==> src/rtl/servant_irq_pkg.sv <==
// Shared definitions for the servant external-interrupt generator: register map,
// FSM state encoding, CTRL/STATUS bit positions and a saturating increment helper.
package servant_irq_pkg;

    localparam logic [1:0] REG_CTRL    = 2'd0;
    localparam logic [1:0] REG_PERIOD  = 2'd1;
    localparam logic [1:0] REG_STATUS  = 2'd2;
    localparam logic [1:0] REG_LATENCY = 2'd3;

    typedef enum logic [1:0] {
        ST_IDLE    = 2'd0,
        ST_COUNT   = 2'd1,
        ST_ASSERT  = 2'd2,
        ST_SERVICE = 2'd3
    } irq_state_e;

    localparam int CTRL_EN_BIT     = 0;
    localparam int CTRL_RELOAD_BIT = 1;
    localparam int STATUS_CLR_BIT  = 0;

    function automatic logic [15:0] sat_inc16(input logic [15:0] v);
        return (v == 16'hFFFF) ? v : v + 16'd1;
    endfunction

endpackage

==> src/rtl/servant_irq_latency_ctr.sv <==
// 16-bit saturating start/stop counter used to measure interrupt acceptance latency.
module servant_irq_latency_ctr
    import servant_irq_pkg::*;
(
    input  logic        clk_i,
    input  logic        rst_i,
    input  logic        start_i,
    input  logic        inc_i,
    output logic [15:0] count_o
);

    logic [15:0] count_q;

    always_ff @(posedge clk_i or posedge rst_i) begin
        if (rst_i) begin
            count_q <= '0;
        end else if (start_i) begin
            count_q <= '0;
        end else if (inc_i) begin
            count_q <= sat_inc16(count_q);
        end
    end

    assign count_o = count_q;

endmodule

==> src/rtl/servant_ext_irq_gen.sv <==
// Programmable external-interrupt source with a Wishbone control slave.
// Optional latency measurement enabled by defining SERVANT_EXT_IRQ_GEN_LATENCY_EN.
module servant_ext_irq_gen
    import servant_irq_pkg::*;
#(
    parameter logic [31:0] default_period = 32'd3000,
    parameter bit          auto_start     = 1'b0,
    parameter bit          auto_reload    = 1'b1
) (
    input  logic        wb_clk,
    input  logic        wb_rst,
    input  logic [3:0]  i_wb_adr,
    input  logic [31:0] i_wb_dat,
    input  logic        i_wb_we,
    input  logic        i_wb_cyc,
    output logic [31:0] o_wb_dat,
    output logic        o_wb_ack,
    input  logic        i_new_irq,
    input  logic        i_mret,
    output logic        o_ext_irq
);

    irq_state_e  state_q, state_d;
    logic [31:0] cnt_q, cnt_d;
    logic [31:0] period_q, period_d;
    logic        en_q, en_d;
    logic        reload_q, reload_d;
    logic        irq_q, irq_d;
    logic [15:0] svc_q, svc_d;
    logic        ack_q, ack_d;
    logic [31:0] dat_q, dat_d;
    logic [31:0] rd_data;
    logic [15:0] lat_cnt;
    logic        wr_ack, ctrl_wr, period_wr, status_clr;
    logic        unused_adr;

    assign unused_adr = ^i_wb_adr[1:0];

    // Writes commit on the acknowledge cycle.
    assign wr_ack     = ack_q & i_wb_cyc & i_wb_we;
    assign ctrl_wr    = wr_ack & (i_wb_adr[3:2] == REG_CTRL);
    assign period_wr  = wr_ack & (i_wb_adr[3:2] == REG_PERIOD);
    assign status_clr = wr_ack & (i_wb_adr[3:2] == REG_STATUS) & i_wb_dat[STATUS_CLR_BIT];

    always_comb begin
        state_d  = state_q;
        cnt_d    = cnt_q;
        period_d = period_q;
        en_d     = en_q;
        reload_d = reload_q;
        irq_d    = irq_q;
        svc_d    = svc_q;
        if (period_wr) begin
            period_d = i_wb_dat;
        end
        if (ctrl_wr) begin
            en_d     = i_wb_dat[CTRL_EN_BIT];
            reload_d = i_wb_dat[CTRL_RELOAD_BIT];
        end
        if (ctrl_wr && !i_wb_dat[CTRL_EN_BIT]) begin
            state_d = ST_IDLE;
            irq_d   = 1'b0;
        end else if (status_clr && (state_q == ST_ASSERT || state_q == ST_SERVICE)) begin
            // Force clear completes the service exactly like an mret would.
            irq_d = 1'b0;
            if (reload_q) begin
                state_d = ST_COUNT;
                cnt_d   = period_q;
            end else begin
                state_d = ST_IDLE;
                en_d    = 1'b0;
            end
        end else begin
            case (state_q)
                ST_IDLE: begin
                    if (ctrl_wr) begin
                        state_d = ST_COUNT;
                        cnt_d   = period_q;
                    end
                end
                ST_COUNT: begin
                    // Stopping at 1 makes PERIOD=0 behave as PERIOD=1.
                    if (cnt_q <= 32'd1) begin
                        state_d = ST_ASSERT;
                        irq_d   = 1'b1;
                    end else begin
                        cnt_d = cnt_q - 32'd1;
                    end
                end
                ST_ASSERT: begin
                    if (i_new_irq) begin
                        state_d = ST_SERVICE;
                        irq_d   = 1'b0;
                        svc_d   = sat_inc16(svc_q);
                    end
                end
                ST_SERVICE: begin
                    if (i_mret) begin
                        if (reload_q) begin
                            state_d = ST_COUNT;
                            cnt_d   = period_q;
                        end else begin
                            state_d = ST_IDLE;
                            en_d    = 1'b0;
                        end
                    end
                end
                default: state_d = ST_IDLE;
            endcase
        end
    end

    always_comb begin
        rd_data = '0;
        case (i_wb_adr[3:2])
            REG_CTRL:    rd_data = {30'd0, reload_q, en_q};
            REG_PERIOD:  rd_data = period_q;
            REG_STATUS:  rd_data = {svc_q, 13'd0, irq_q, state_q};
            REG_LATENCY: rd_data = {16'd0, lat_cnt};
            default:     rd_data = '0;
        endcase
    end

    assign ack_d = i_wb_cyc & ~ack_q;
    assign dat_d = ack_d ? rd_data : 32'd0;

    always_ff @(posedge wb_clk or posedge wb_rst) begin
        if (wb_rst) begin
            state_q  <= auto_start ? ST_COUNT : ST_IDLE;
            cnt_q    <= auto_start ? default_period : 32'd0;
            period_q <= default_period;
            en_q     <= auto_start;
            reload_q <= auto_reload;
            irq_q    <= 1'b0;
            svc_q    <= '0;
            ack_q    <= 1'b0;
            dat_q    <= '0;
        end else begin
            state_q  <= state_d;
            cnt_q    <= cnt_d;
            period_q <= period_d;
            en_q     <= en_d;
            reload_q <= reload_d;
            irq_q    <= irq_d;
            svc_q    <= svc_d;
            ack_q    <= ack_d;
            dat_q    <= dat_d;
        end
    end

`ifdef SERVANT_EXT_IRQ_GEN_LATENCY_EN
    logic lat_start, lat_inc;

    // Counts only while ASSERT persists, so any exit (accept or forced) freezes it.
    assign lat_start = (state_q != ST_ASSERT) && (state_d == ST_ASSERT);
    assign lat_inc   = (state_q == ST_ASSERT) && (state_d == ST_ASSERT);

    servant_irq_latency_ctr u_latency_ctr (
        .clk_i   (wb_clk),
        .rst_i   (wb_rst),
        .start_i (lat_start),
        .inc_i   (lat_inc),
        .count_o (lat_cnt)
    );
`else
    assign lat_cnt = 16'd0;
`endif

    assign o_wb_ack  = ack_q;
    assign o_wb_dat  = dat_q;
    assign o_ext_irq = irq_q;

endmodule

==> config.mk <==
export PLATFORM = sky130hd
export DESIGN_NAME = servant_ext_irq_gen
export DESIGN_NICKNAME = d
export VERILOG_FILES = /design/src/rtl/servant_irq_pkg.sv /design/src/rtl/servant_irq_latency_ctr.sv /design/src/rtl/servant_ext_irq_gen.sv
export SDC_FILE = /design/constraint.sdc
export NUM_CORES = 1
export LEC_CHECK = 0
export BUFFER_PORTS_ARGS = -buffer_cell sky130_fd_sc_hd__buf_2
export CAP_MARGIN = 40
export CELL_PAD_IN_SITES_DETAIL_PLACEMENT = 0
export CELL_PAD_IN_SITES_GLOBAL_PLACEMENT = 1
export CORE_UTILIZATION = 42
export CTS_BUF_LIST = sky130_fd_sc_hd__clkbuf_8
export CTS_CLUSTER_SIZE = 30
export DETAILED_ROUTE_END_ITERATION = 8
export PLACE_DENSITY = 0.85
export SKIP_LAST_GASP = 1
export SYNTH_ARGS = -nofsm -noshare
export SYNTH_HDL_FRONTEND = slang
export SYNTH_HIERARCHICAL = 1
export SYNTH_SLANG_ARGS = --single-unit
==> constraint.sdc <==
create_clock -name wb_clk -period 3.26 [get_ports wb_clk]
set_input_delay 0.326 -clock wb_clk [delete_from_list [all_inputs] [get_ports wb_clk]]
set_output_delay 0.326 -clock wb_clk [all_outputs]
set_load 0.02 [all_outputs]
==> impl_summary.md <==
Clock tree
The buffer cell driving the clock tree root is sky130_fd_sc_hd__clkbuf_8. The number of setup buffers added after CTS is 0. The CTS tree is built.

The longest clock path from root to sink contains 2 buffers. The CTS sink count is 118. The clock reaches the later pin of the worst-skew pair after 0.45 ns. Buffers inserted during clock tree synthesis total 17. The quantity of hold-fixing buffers added after cts is 0. The number of gates resized after CTS was 0. The H-tree generated during clock tree synthesis spans 4 levels.

Clock-pin slew was measured on the worst setup and hold paths at 0.07 ns.

Drt
The number of detailed-routing iterations run before antenna repair is 5. The detailed-route vias per instance is 5.80. The total vias in the final route is 4749. In this run, the number of DRC markers left after iteration 0 of detailed routing was 344.

In the routed design, unresolved DRC markers number 0. Once detail routing completed, the nets flagged for antenna violations numbered 0. After detailed routing, the average wire length per cell comes to 18.1 um. Summed over all layers, the routed wires come to 14900 um.

Synth
Yosys attributes the largest share of cell area to sky130_fd_sc_hd__dfrtp_1, sky130_fd_sc_hd__mux2_2, sky130_fd_sc_hd__nor2_1. The post-synthesis area per instance is 10.5 um2. The async set-or-reset flop fraction in the synthesized netlist is 100%.

Counting every net in the synthesized netlist gives 597. Summed over all instances, the cell type with the most area after synthesis is sky130_fd_sc_hd__dfrtp_1. Counting every instance in the synthesized netlist gives 548. Counting flops and latches in the post-synthesis netlist gives 118. The distinct cell type count of the synthesized netlist is 62. During synthesis, Yosys emitted a total of 6 warnings. The sequential share of the synthesized area is 51.3%. The prevailing post-synth register cell is sky130_fd_sc_hd__dfrtp_1. The synthesized design contains 0 enable-type register cells. The summed instance area of the synthesized netlist is 5770 um2.

The area share of the largest cell type after synthesis is 47.7%.

Critical path
Walking the worst path, the cells encountered are or4_4 > or4b_4 > or4_4 > and3_4 > and2_4 > a221o_1. The cell family contributing the most delay on the critical path is simple AND/OR/NAND/NOR gates. In this run the number of cells on the critical path is 6. The launching point of the worst reg2reg path is cnt_q[10]$_DFFE_PP0P_. The stage delay of the slowest cell on the critical path is 0.56 ns. The largest individual stage delay along the critical path comes from the cell sky130_fd_sc_hd__or4_4. The endpoint kind of the worst setup timing path is a register. The kind of start point of the critical path is a register. The endpoint identified for the worst register-to-register timing path is cnt_q[25]$_DFFE_PP0P_. For the worst flop-to-flop path, the logic depth is 6.

The data arrival time of the critical path is 3.37 ns. The destination of the critical timing path is cnt_q[25]$_DFFE_PP0P_. The worst setup path is of the register to register kind. For the worst setup path, the data required time is 3.59 ns. The critical path buffer and inverter count is 0. The internal reg-to-reg setup slack is 0.22 ns. The most critical setup path has its startpoint at cnt_q[10]$_DFFE_PP0P_.

Along the worst path, the maximum fanout reaches 14. The most common cell type on the critical path is sky130_fd_sc_hd__or4_4.

Placed design
The final weighted congestion in routability-driven placement is 0.850. Summed over all nets, the half-perimeter wirelength after detailed placement is 10200 um. Once placement completed, the tool counted placed cells totaling 787. The count of buffers added on input and output ports is 73.

STA
Setup repair after global routing left no endpoint under its margin. Based on the critical path, the design can be clocked at up to 329 MHz. The final critical path time including I/O delays and setup is 3.04 ns. The final worst-path cycle share is 93.3%. The final hold violation count is 0. The max-slew violation count is 0. The setup TNS after final layout is 0 ns. At the pin with the least slew margin, the transition time is 0.947 ns. The clock arrives with 0.00982 ns of skew. Setup violations remaining at the end of the flow were counted as 0. The max-slew headroom at the worst pin is 36.4%.

Floorplan
In this run the vertical extent of the chip is 119 um. In this run the standard cell core region covers 13300 um2. In this run the count of I/O pins placed on the die edge is 76. The cell row count is 42. The initial utilization of the core area, before any placement, comes to 43.4%.

The full die area is 14200 um2. The die outline width is 119 um.

Cells and area
After the last flow step, the layout net total stands at 679. The post-layout instance count excluding filler cells is 819. The number of fillers in the final layout is 1217. The most common library cell in the layout ignoring fill and taps is sky130_fd_sc_hd__dfrtp_1. The sequential cell area is 2960 um2. The number of antenna diodes in the final layout is 0. Cells with a size suffix above 1 make up 27.5% of the layout. The multi-input combinational cell area is 2660 um2. The area added between synthesis and finish is 18.3%.

In the layout the commonest cells are sky130_fd_sc_hd__dfrtp_1, sky130_fd_sc_hd__buf_2, sky130_fd_sc_hd__nor2_1, sky130_fd_sc_hd__mux2_2.

Pwr
The areal power density over the cells is 870 nW/um2. The fraction of power consumed by combinational cells is 40.4%. The fraction of power consumed by sequential logic is 36.9%. The static leakage is 0.00314 uW. The switching power share of the total is 40.0%. The internal portion of the total power is 3570 uW.

The highest ir drop seen on vdd is 629 uV. The share of total power dissipated in the clock network is 22.8%. The net switching power figure is 2370 uW.

Global route
Global routing consumed, over all layers together, 22.3% of the routing resources. The number of antenna violations at the first check in global routing is 0. Entering global routing, the biggest net connects 119 pins. The via count of the first global-routing pass is 4825. The global-route congestion overflow total is 0. The first global-routing pass estimated 24400 um of wire.

Hold path
The worst hold-check path type is input pin to asynchronous set/reset pin.

Flow run
The tool flagged a number of max-cap violations equal to 0.

Status
The flow ran to the end, and the final reports show no timing, DRC or antenna violations.
[how the worst min path moves through the flow]
stage	from	endpoint	slack (ns)	cells past startpoint
floorplan	i_wb_dat[1]	reload_q$_DFFE_PP1P_	0.44	2
global placement	svc_q[9]$_DFFE_PP0P_	svc_q[9]$_DFFE_PP0P_	0.48	1
detailed placement	svc_q[9]$_DFFE_PP0P_	svc_q[9]$_DFFE_PP0P_	0.48	1
CTS	wb_rst	o_wb_dat[0]$_DFF_PP0_	0.08	3
global route	i_wb_dat[12]	period_q[12]$_DFFE_PP0P_	0.07	2
finish	wb_rst	period_q[18]$_DFFE_PP0P_	0.07	3
[metal layers]
| metal | track usage (%) | wire, um | vias to the layer above |
|---|---|---|---|
| li1 | - | - | 2219 |
| met1 | 28.4 | 6640 | 2343 |
| met2 | 35.9 | 7080 | 165 |
| met3 | 6.37 | 842 | 22 |
| met4 | 8.39 | 292 | 0 |
| met5 | 0 | 0 | - |
[state kept, by name (all words and copies together) (netlist names)]
name       count
cnt_q         32
o_wb_dat      32
period_q      32
svc_q         16
state_q        2
en_q           1
o_ext_irq      1
o_wb_ack       1
reload_q       1
[tightest hold or removal path, delay by kind of cell]
kind     cells  cell delay, ns
buf+inv      3            0.65
[final cells by class]
class	count	share of cell area, %
Clock inverter	10	1.54
Multi-Input combinational cell	389	38.9
Inverter	13	0.770
Clock buffer	22	4.44
Timing Repair Buffer	91	7.70
Tap cell	176	3.23
Sequential cell	118	43.4
[power groups by stage]
stage / clock network (uW) / logic, uW / registers (uW)
global route: 1450 / 2630 / 2230
CTS: 1370 / 2380 / 2180
global placement: 0 / 2300 / 2180
detailed placement: 0 / 2370 / 2200
floorplan: 0 / 1690 / 2110
finish: 1350 / 2400 / 2190
[synth_stat cells, drive strengths merged, types with 8 or more instances]
master / n
and3: 25
o21ai: 20
clkbuf: 20
inv: 13
a21oi: 20
a22oi: 24
o31ai: 15
nor3: 20
nand2: 23
nor2: 59
buf: 8
mux2: 33
dfstp: 8
nand3: 22
dfrtp: 110
xnor2: 13
[cells by family (layout without fill, tap and decap cells)]
family                     Yosys count  after routing  share of synthesized area (%)
and+or+nand+nor                    193            193                           17.5
xor gates and xnor gates            19             19                           2.88
adders and majority gates            7              7                           1.52
AOI/OAI and AO/OA                  135            135                           17.0
DFF                                118            118                           51.3
buffers and inverters               41            136                           2.88
muxes                               35             35                           6.79
[per-stage QoR]
step	area [um2]	power [uW]	utilization (%)	worst slack [ns]	hold WS (ns)
after floorplan	5770	3790	-	0.372	0.435
after global placement	6420	4480	48.3	0.267	0.478
after detailed placement	6420	4570	48.3	0.232	0.482
after CTS	6820	5930	51.3	0.220	0.0833
after global routing	6820	6310	51.3	0.0617	0.0727
final	6820	5940	51.3	0.218	0.0660
No activity file was read; power rests on OpenSTA's default activity.
